$ cat config.mk
export PLATFORM = sky130hd
export DESIGN_NAME = lcm_seq_unit_flat
export DESIGN_NICKNAME = d
export VERILOG_FILES = /design/src/rtl/lcm_pkg.sv /design/src/rtl/lcm_seq_unit_if.sv /design/src/rtl/binary_gcd_core.sv /design/src/rtl/lcm_seq_unit.sv /design/src/flat_wrapper.sv
export SDC_FILE = /design/constraint.sdc
export NUM_CORES = 1
export LEC_CHECK = 0
export BUFFER_PORTS_ARGS = -buffer_cell sky130_fd_sc_hd__buf_2
export CAP_MARGIN = 20
export CORE_UTILIZATION = 39
export DETAILED_ROUTE_END_ITERATION = 12
export SETUP_SLACK_MARGIN = 0.02
export SLEW_MARGIN = 0
export SYNTH_ARGS = -nofsm -noshare
export SYNTH_HDL_FRONTEND = slang
export SYNTH_SLANG_ARGS = --single-unit
$ cat constraint.sdc
create_clock -name clk -period 41.9 [get_ports clk]
set_clock_uncertainty 0.2 [all_clocks]
set_input_delay 8.38 -clock clk [delete_from_list [all_inputs] [get_ports clk]]
set_output_delay 8.38 -clock clk [all_outputs]
set_load 0.05 [all_outputs]
$ cat src/rtl/lcm_pkg.sv
// Shared definitions for the GCD/LCM engine: controller states, mode encoding
// and the width helper for the common-factor-of-two counter.
package lcm_pkg;

   typedef enum logic [2:0] {
      S_IDLE,
      S_GCD,
      S_DIV,
      S_MUL,
      S_DONE
   } state_t;

   localparam logic MODE_LCM = 1'b0;
   localparam logic MODE_GCD = 1'b1;

   // k counts shared factors of two and can reach WIDTH, so it needs clog2(WIDTH+1) bits
   function automatic int gcd_kw(input int width);
      return $clog2(width + 1);
   endfunction

endpackage

$ cat src/rtl/lcm_seq_unit_if.sv
// Command/result handshake bundle of the GCD/LCM engine; master drives
// operands and accepts results, slave is the engine.
interface lcm_seq_unit_if #(
   parameter int WIDTH = 32
);

   logic                 in_valid;
   logic                 in_ready;
   logic [WIDTH-1:0]     in_a;
   logic [WIDTH-1:0]     in_b;
   logic                 in_mode;
   logic                 out_valid;
   logic                 out_ready;
   logic [WIDTH-1:0]     gcd_out;
   logic [2*WIDTH-1:0]   lcm_out;
   logic                 busy;

   modport master (
      output in_valid, in_a, in_b, in_mode, out_ready,
      input  in_ready, out_valid, gcd_out, lcm_out, busy
   );

   modport slave (
      input  in_valid, in_a, in_b, in_mode, out_ready,
      output in_ready, out_valid, gcd_out, lcm_out, busy
   );

endinterface

$ cat src/rtl/binary_gcd_core.sv
// Binary (Stein) GCD engine: loads on start, performs one reduction step per
// cycle while run is high, and flags done combinationally once u or v hits zero.
module binary_gcd_core
   import lcm_pkg::*;
#(
   parameter int WIDTH = 32
) (
   input  logic             clk,
   input  logic             rst,
   input  logic             start,
   input  logic             run,
   input  logic [WIDTH-1:0] a,
   input  logic [WIDTH-1:0] b,
   output logic             done,
   output logic [WIDTH-1:0] g
);

   localparam int KW = gcd_kw(WIDTH);

   logic [WIDTH-1:0] u;
   logic [WIDTH-1:0] v;
   logic [KW-1:0]    k;
   logic [WIDTH-1:0] odd_part;

   assign done     = run && ((u == '0) || (v == '0));
   assign odd_part = (u == '0) ? v : u;
   assign g        = odd_part << k;

   always_ff @(posedge clk or posedge rst) begin
      if (rst) begin
         u <= '0;
         v <= '0;
         k <= '0;
      end else if (start) begin
         u <= a;
         v <= b;
         k <= '0;
      end else if (run && !done) begin
         if (!u[0] && !v[0]) begin
            u <= u >> 1;
            v <= v >> 1;
            k <= k + 1'b1;
         end else if (!u[0]) begin
            u <= u >> 1;
         end else if (!v[0]) begin
            v <= v >> 1;
         end else if (u >= v) begin
            // both odd: the difference is even, so halve it in the same step
            u <= (u - v) >> 1;
         end else begin
            v <= (v - u) >> 1;
         end
      end
   end

endmodule

$ cat src/rtl/lcm_seq_unit.sv
// Multi-cycle GCD/LCM engine: Stein GCD, then bit-serial exact division a/g
// and shift-add multiply (a/g)*b giving the full 2*WIDTH-bit LCM.
module lcm_seq_unit
   import lcm_pkg::*;
#(
   parameter int WIDTH = 32
) (
   input  logic               clk,
   input  logic               rst,
   lcm_seq_unit_if.slave      bus
);

   localparam int CW = $clog2(WIDTH);

   state_t             state;
   state_t             state_next;

   logic [WIDTH-1:0]   a_reg;
   logic [WIDTH-1:0]   b_reg;
   logic [WIDTH-1:0]   g_reg;
   logic               mode_reg;
   logic [WIDTH-1:0]   quo;
   logic [WIDTH-1:0]   rem;
   logic [2*WIDTH-1:0] acc;
   logic [CW-1:0]      cnt;
   logic [WIDTH-1:0]   gcd_q;
   logic [2*WIDTH-1:0] lcm_q;

   logic               accept;
   logic               zero_op;
   logic               core_done;
   logic [WIDTH-1:0]   core_g;
   logic [WIDTH:0]     rem_shift;
   logic [WIDTH:0]     rem_diff;
   logic               rem_ge;
   logic [2*WIDTH-1:0] acc_next;

   assign accept  = bus.in_valid && (state == S_IDLE);
   assign zero_op = (bus.in_a == '0) || (bus.in_b == '0);

   binary_gcd_core #(.WIDTH(WIDTH)) u_gcd (
      .clk   (clk),
      .rst   (rst),
      .start (accept && !zero_op),
      .run   (state == S_GCD),
      .a     (bus.in_a),
      .b     (bus.in_b),
      .done  (core_done),
      .g     (core_g)
   );

   always_ff @(posedge clk or posedge rst) begin
      if (rst) state <= S_IDLE;
      else     state <= state_next;
   end

   always_comb begin
      state_next    = state;
      bus.in_ready  = (state == S_IDLE);
      bus.busy      = (state != S_IDLE);
      bus.out_valid = (state == S_DONE);
      case (state)
         S_IDLE: if (bus.in_valid) state_next = zero_op ? S_DONE : S_GCD;
         S_GCD:  if (core_done) state_next = (mode_reg == MODE_GCD) ? S_DONE : S_DIV;
         S_DIV:  if (cnt == '0) state_next = S_MUL;
         S_MUL:  if (cnt == '0) state_next = S_DONE;
         S_DONE: if (bus.out_ready) state_next = S_IDLE;
         default: state_next = S_IDLE;
      endcase
   end

   // no borrow out of the trial subtraction means the shifted remainder covers g
   assign rem_shift = {rem, quo[WIDTH-1]};
   assign rem_diff  = rem_shift - {1'b0, g_reg};
   assign rem_ge    = !rem_diff[WIDTH];
   assign acc_next  = (acc << 1) + (quo[WIDTH-1] ? {{WIDTH{1'b0}}, b_reg} : '0);

   assign bus.gcd_out = gcd_q;
   assign bus.lcm_out = lcm_q;

   always_ff @(posedge clk or posedge rst) begin
      if (rst) begin
         a_reg    <= '0;
         b_reg    <= '0;
         g_reg    <= '0;
         mode_reg <= MODE_LCM;
         quo      <= '0;
         rem      <= '0;
         acc      <= '0;
         cnt      <= '0;
         gcd_q    <= '0;
         lcm_q    <= '0;
      end else begin
         case (state)
            S_IDLE: begin
               if (accept) begin
                  a_reg    <= bus.in_a;
                  b_reg    <= bus.in_b;
                  mode_reg <= bus.in_mode;
                  if (zero_op) begin
                     gcd_q <= bus.in_a | bus.in_b;
                     lcm_q <= '0;
                  end
               end
            end
            S_GCD: begin
               if (core_done) begin
                  g_reg <= core_g;
                  if (mode_reg == MODE_GCD) begin
                     gcd_q <= core_g;
                     lcm_q <= '0;
                  end else begin
                     quo <= a_reg;
                     rem <= '0;
                     cnt <= CW'(WIDTH - 1);
                  end
               end
            end
            S_DIV: begin
               quo <= {quo[WIDTH-2:0], rem_ge};
               rem <= rem_ge ? rem_diff[WIDTH-1:0] : rem_shift[WIDTH-1:0];
               if (cnt == '0) begin
                  cnt <= CW'(WIDTH - 1);
                  acc <= '0;
               end else begin
                  cnt <= cnt - 1'b1;
               end
            end
            S_MUL: begin
               // quotient bits are consumed MSB first, accumulator doubles each step
               acc <= acc_next;
               quo <= quo << 1;
               if (cnt == '0) begin
                  gcd_q <= g_reg;
                  lcm_q <= acc_next;
               end else begin
                  cnt <= cnt - 1'b1;
               end
            end
            default: ;
         endcase
      end
   end

endmodule

$ cat src/flat_wrapper.sv
// flat-port wrapper written by rule: the top's interface ports become plain ports
module lcm_seq_unit_flat import lcm_pkg::*;
#(
   parameter int WIDTH = 32
)
  (clk, rst, bus_in_valid, bus_in_a, bus_in_b, bus_in_mode, bus_out_ready, bus_in_ready, bus_out_valid, bus_gcd_out, bus_lcm_out, bus_busy);
  lcm_seq_unit_if #(.WIDTH(WIDTH)) bus_i ();
  input  logic clk;
  input  logic rst;
  input wire logic [$bits(bus_i.in_valid)-1:0] bus_in_valid;
  input wire logic [$bits(bus_i.in_a)-1:0] bus_in_a;
  input wire logic [$bits(bus_i.in_b)-1:0] bus_in_b;
  input wire logic [$bits(bus_i.in_mode)-1:0] bus_in_mode;
  input wire logic [$bits(bus_i.out_ready)-1:0] bus_out_ready;
  output wire logic [$bits(bus_i.in_ready)-1:0] bus_in_ready;
  output wire logic [$bits(bus_i.out_valid)-1:0] bus_out_valid;
  output wire logic [$bits(bus_i.gcd_out)-1:0] bus_gcd_out;
  output wire logic [$bits(bus_i.lcm_out)-1:0] bus_lcm_out;
  output wire logic [$bits(bus_i.busy)-1:0] bus_busy;
  assign bus_i.in_valid = bus_in_valid;
  assign bus_i.in_a = bus_in_a;
  assign bus_i.in_b = bus_in_b;
  assign bus_i.in_mode = bus_in_mode;
  assign bus_i.out_ready = bus_out_ready;
  assign bus_in_ready = bus_i.in_ready;
  assign bus_out_valid = bus_i.out_valid;
  assign bus_gcd_out = bus_i.gcd_out;
  assign bus_lcm_out = bus_i.lcm_out;
  assign bus_busy = bus_i.busy;
  lcm_seq_unit #(.WIDTH(WIDTH)) u_core (.clk(clk), .rst(rst), .bus(bus_i));
endmodule
==> results.tsv <==
metric	value	unit
r2r setup slk	36860	ps
Reg2Reg Depth	15	
total track usage	0.2610	
Initial Utilization	0.3947	
crit share post-route	0.2726	
Synth Cell Area	0.02595	mm²
Critical Path AT	11710	ps
Post-CTS Repair Setup Buffers	0	
cell count after synthesis	2938	
Final Max Slew Viols	0	
vias post-DR	23110	
NetSw	0.001400	W
Top FF cell, synth	dfrtp_1	
launching point of the worst reg2reg path	u_core.quo[31]	
Setup TNS	0	ps
CTS buffer count	47	
IO Pins	168	
Core Region	0.06575	mm²
pwr/cell area	95.71	mW/mm²
CP Capture Point	u_core.bus.gcd_out[24]	
Static Leakage	13.24	nW
filler-free cell count of the finished design	3913	
layout net count	3217	
final setup vio count	0	
worst path required time	42180	ps
largest fanout on the critical path	93	
Final min period	11420	ps
routability congestion estimate from global placement	0.9702	
crit path capture type	register	
Worst IR Drop VDD	0.00004785	V
Hold Fails Final Rpt	0	
clock buffer depth	3	
Synth cell types	83	
Reg clk slew, reported paths	60	ps
Worst setup SP type	input port	
H-Tree Depth	2	
unrepaired setup endpoints after global routing	false	
EDFF count, synth	0	
crit path launch	bus_in_a[23]	
drt total wl	88830	µm
worst slack, placed	29960	ps
Pint	0.001384	W
Final WS setup	30480	ps
asr flop ratio synth	1.000	
status	completed	
Seq. cell area	0.009960	mm²
syn avg cell area	8.832	µm²
post-synth net total	3141	
Synth warnings	0	
hold crit path type	reg -> reg	
first-pass GRT wire length	136800	µm
via density per instance	5.907	
CTS tree	built	
drt pass-1 iters	6	
Clock Sinks	398	
cts hold-fix bufs	0	
Max Cap Viol	0	
reg2reg end	u_core.rem[1]	
post-route ant nets	0	
antenna cells	0	
Rows	94	
Initial DRC Count	2107	
Logic pwr share	0.601	
area grow syn2layout	12.12	%
switch share	0.5029	
multi-input logic area	0.01483	mm²
Die ar.	0.06757	mm²
die extent in y	259.9	µm
final core occ	0.4425	
post-DP HPWL	66630	µm
initial antenna violation count	1	
Clk Tree Root Cell	clkbuf_16	
Clock Latency Late Sink	610	ps
port buffer count	167	
worst slew pin tran	1064	ps
Flop pwr share	0.247	
chip width	259.9	µm
fmax	87.54	MHz
largest net degree at the start of global routing	147	
Fillers	6461	
max reg flops	64	
Residual DRC	0	
share of cells above drive strength 1	0.1325	
sequential share of the synthesized area	0.3838	
grt total ovfl	0	
DR WL/cell	22.70	µm
placed insts	3826	
CTS resizes	0	
clock share of power	0.152	
flop and latch count out of synthesis	398	
Setup CP Type	in -> reg	
relative slew slack	0.2909	
vias in the first global route	22280	
## final cells by class
type | instances | area share
Clock inverter | 17 | 0.009074
Clock buffer | 67 | 0.04576
Tap cell | 864 | 0.03716
Sequential cell | 398 | 0.3423
Inverter | 138 | 0.01806
Multi-Input combinational cell | 2231 | 0.5097
Timing Repair Buffer | 198 | 0.03793
## critical path, cell delays in order
cell and delay (ps):
buf_2 190, nor4_1 790, nand4_1 160, o21ai_0 230
nor2_1 120, a2111o_2 810, buf_4 540, mux2_1 420
## worst min path at each step
stage	start	to	slack (ps)	cells after the start
after floorplan	u_core.quo[0]	u_core.quo[0]	250	2
after global placement	u_core.bus.lcm_out[61]	u_core.bus.lcm_out[61]	260	2
after detailed placement	u_core.bus.lcm_out[41]	u_core.bus.lcm_out[41]	260	2
after CTS	u_core.bus.lcm_out[41]	u_core.bus.lcm_out[41]	280	2
after global routing	u_core.bus.lcm_out[25]	u_core.bus.lcm_out[25]	290	2
final	u_core.bus.lcm_out[30]	u_core.bus.lcm_out[30]	270	2
## Yosys cell counts, types with 12 or more instances
| cell type | instances | area share |
|---|---|---|
| mux2_2 | 76 | 0.033 |
| o21bai_1 | 22 | 0.0064 |
| nor4_1 | 36 | 0.0087 |
| a21o_1 | 67 | 0.019 |
| mux4_2 | 12 | 0.010 |
| and2_1 | 43 | 0.010 |
| o21ai_0 | 362 | 0.070 |
| o211ai_1 | 12 | 0.0035 |
| nand2_1 | 407 | 0.059 |
| ha_1 | 130 | 0.063 |
| buf_2 | 19 | 0.0037 |
| nand4_1 | 25 | 0.0060 |
| inv_1 | 137 | 0.020 |
| mux2i_1 | 102 | 0.039 |
| a31oi_1 | 16 | 0.0039 |
| nor2_1 | 152 | 0.022 |
| nor2b_1 | 16 | 0.0039 |
| and3_1 | 13 | 0.0031 |
| nor3_1 | 43 | 0.0083 |
| clkbuf_1 | 141 | 0.020 |
| xnor2_1 | 89 | 0.030 |
| nand3_1 | 40 | 0.0077 |
| nand2b_1 | 20 | 0.0048 |
| o31ai_1 | 26 | 0.0075 |
| o21a_1 | 15 | 0.0043 |
| a311oi_1 | 16 | 0.0054 |
| a22o_1 | 26 | 0.0088 |
| xor2_1 | 59 | 0.020 |
| a221oi_1 | 55 | 0.019 |
| a21oi_1 | 177 | 0.034 |
| a211oi_1 | 35 | 0.010 |
| dfrtp_1 | 398 | 0.38 |
## cell families (layout without fill, tap and decap cells)
kind of cell,count (synthesis),in the layout,synth area share
compound gates,922,922,0.2226
xor+xnor,149,149,0.05058
fa+ha+maj,134,134,0.06577
buf+inv,309,420,0.04648
flops,398,398,0.3838
mux,194,194,0.08622
simple gates,832,832,0.1445
## power by group through the flow
stage	sequential [W]	clock [W]	combinational, W
after floorplan	0.000695	0	0.00117
after global placement	0.000684	0	0.00163
after detailed placement	0.000687	0	0.00164
after CTS	0.000681	0.000433	0.00165
after global routing	0.000700	0.000449	0.00183
final	0.000687	0.000424	0.00167
## per-stage QoR
step	area (µm²)	hold WS (ps)	power [W]
6_report	29090	270.8	0.002784
5_1_grt	29090	291.9	0.002978
4_1_cts	29050	277.8	0.002766
3_5_place_dp	27450	264.1	0.002331
3_3_place_gp	27450	260.5	0.002309
2_1_floorplan	25950	249.2	0.001860
## layout by cell type, fill, tap and decap left out, types with 76 or more instances in the layout
master | netlist | final
nand2_1 | 407 | 404
dfrtp_1 | 398 | 398
o21ai_0 | 362 | 362
a21oi_1 | 177 | 177
buf_2 | 19 | 168
nor2_1 | 152 | 151
inv_1 | 137 | 136
ha_1 | 130 | 130
mux2i_1 | 102 | 102
xnor2_1 | 89 | 89
mux2_2 | 76 | 76
## metal layers
metal | vias up | wire (µm) | GRT usage
met2 | 889 | 39870 | 0.4045
li1 | 10700 | - | -
met5 | - | 0 | 0
met3 | 180 | 5726 | 0.03811
met4 | 0 | 3923 | 0.1127
met1 | 11350 | 39310 | 0.3615
(Power assumes the default switching activity.)
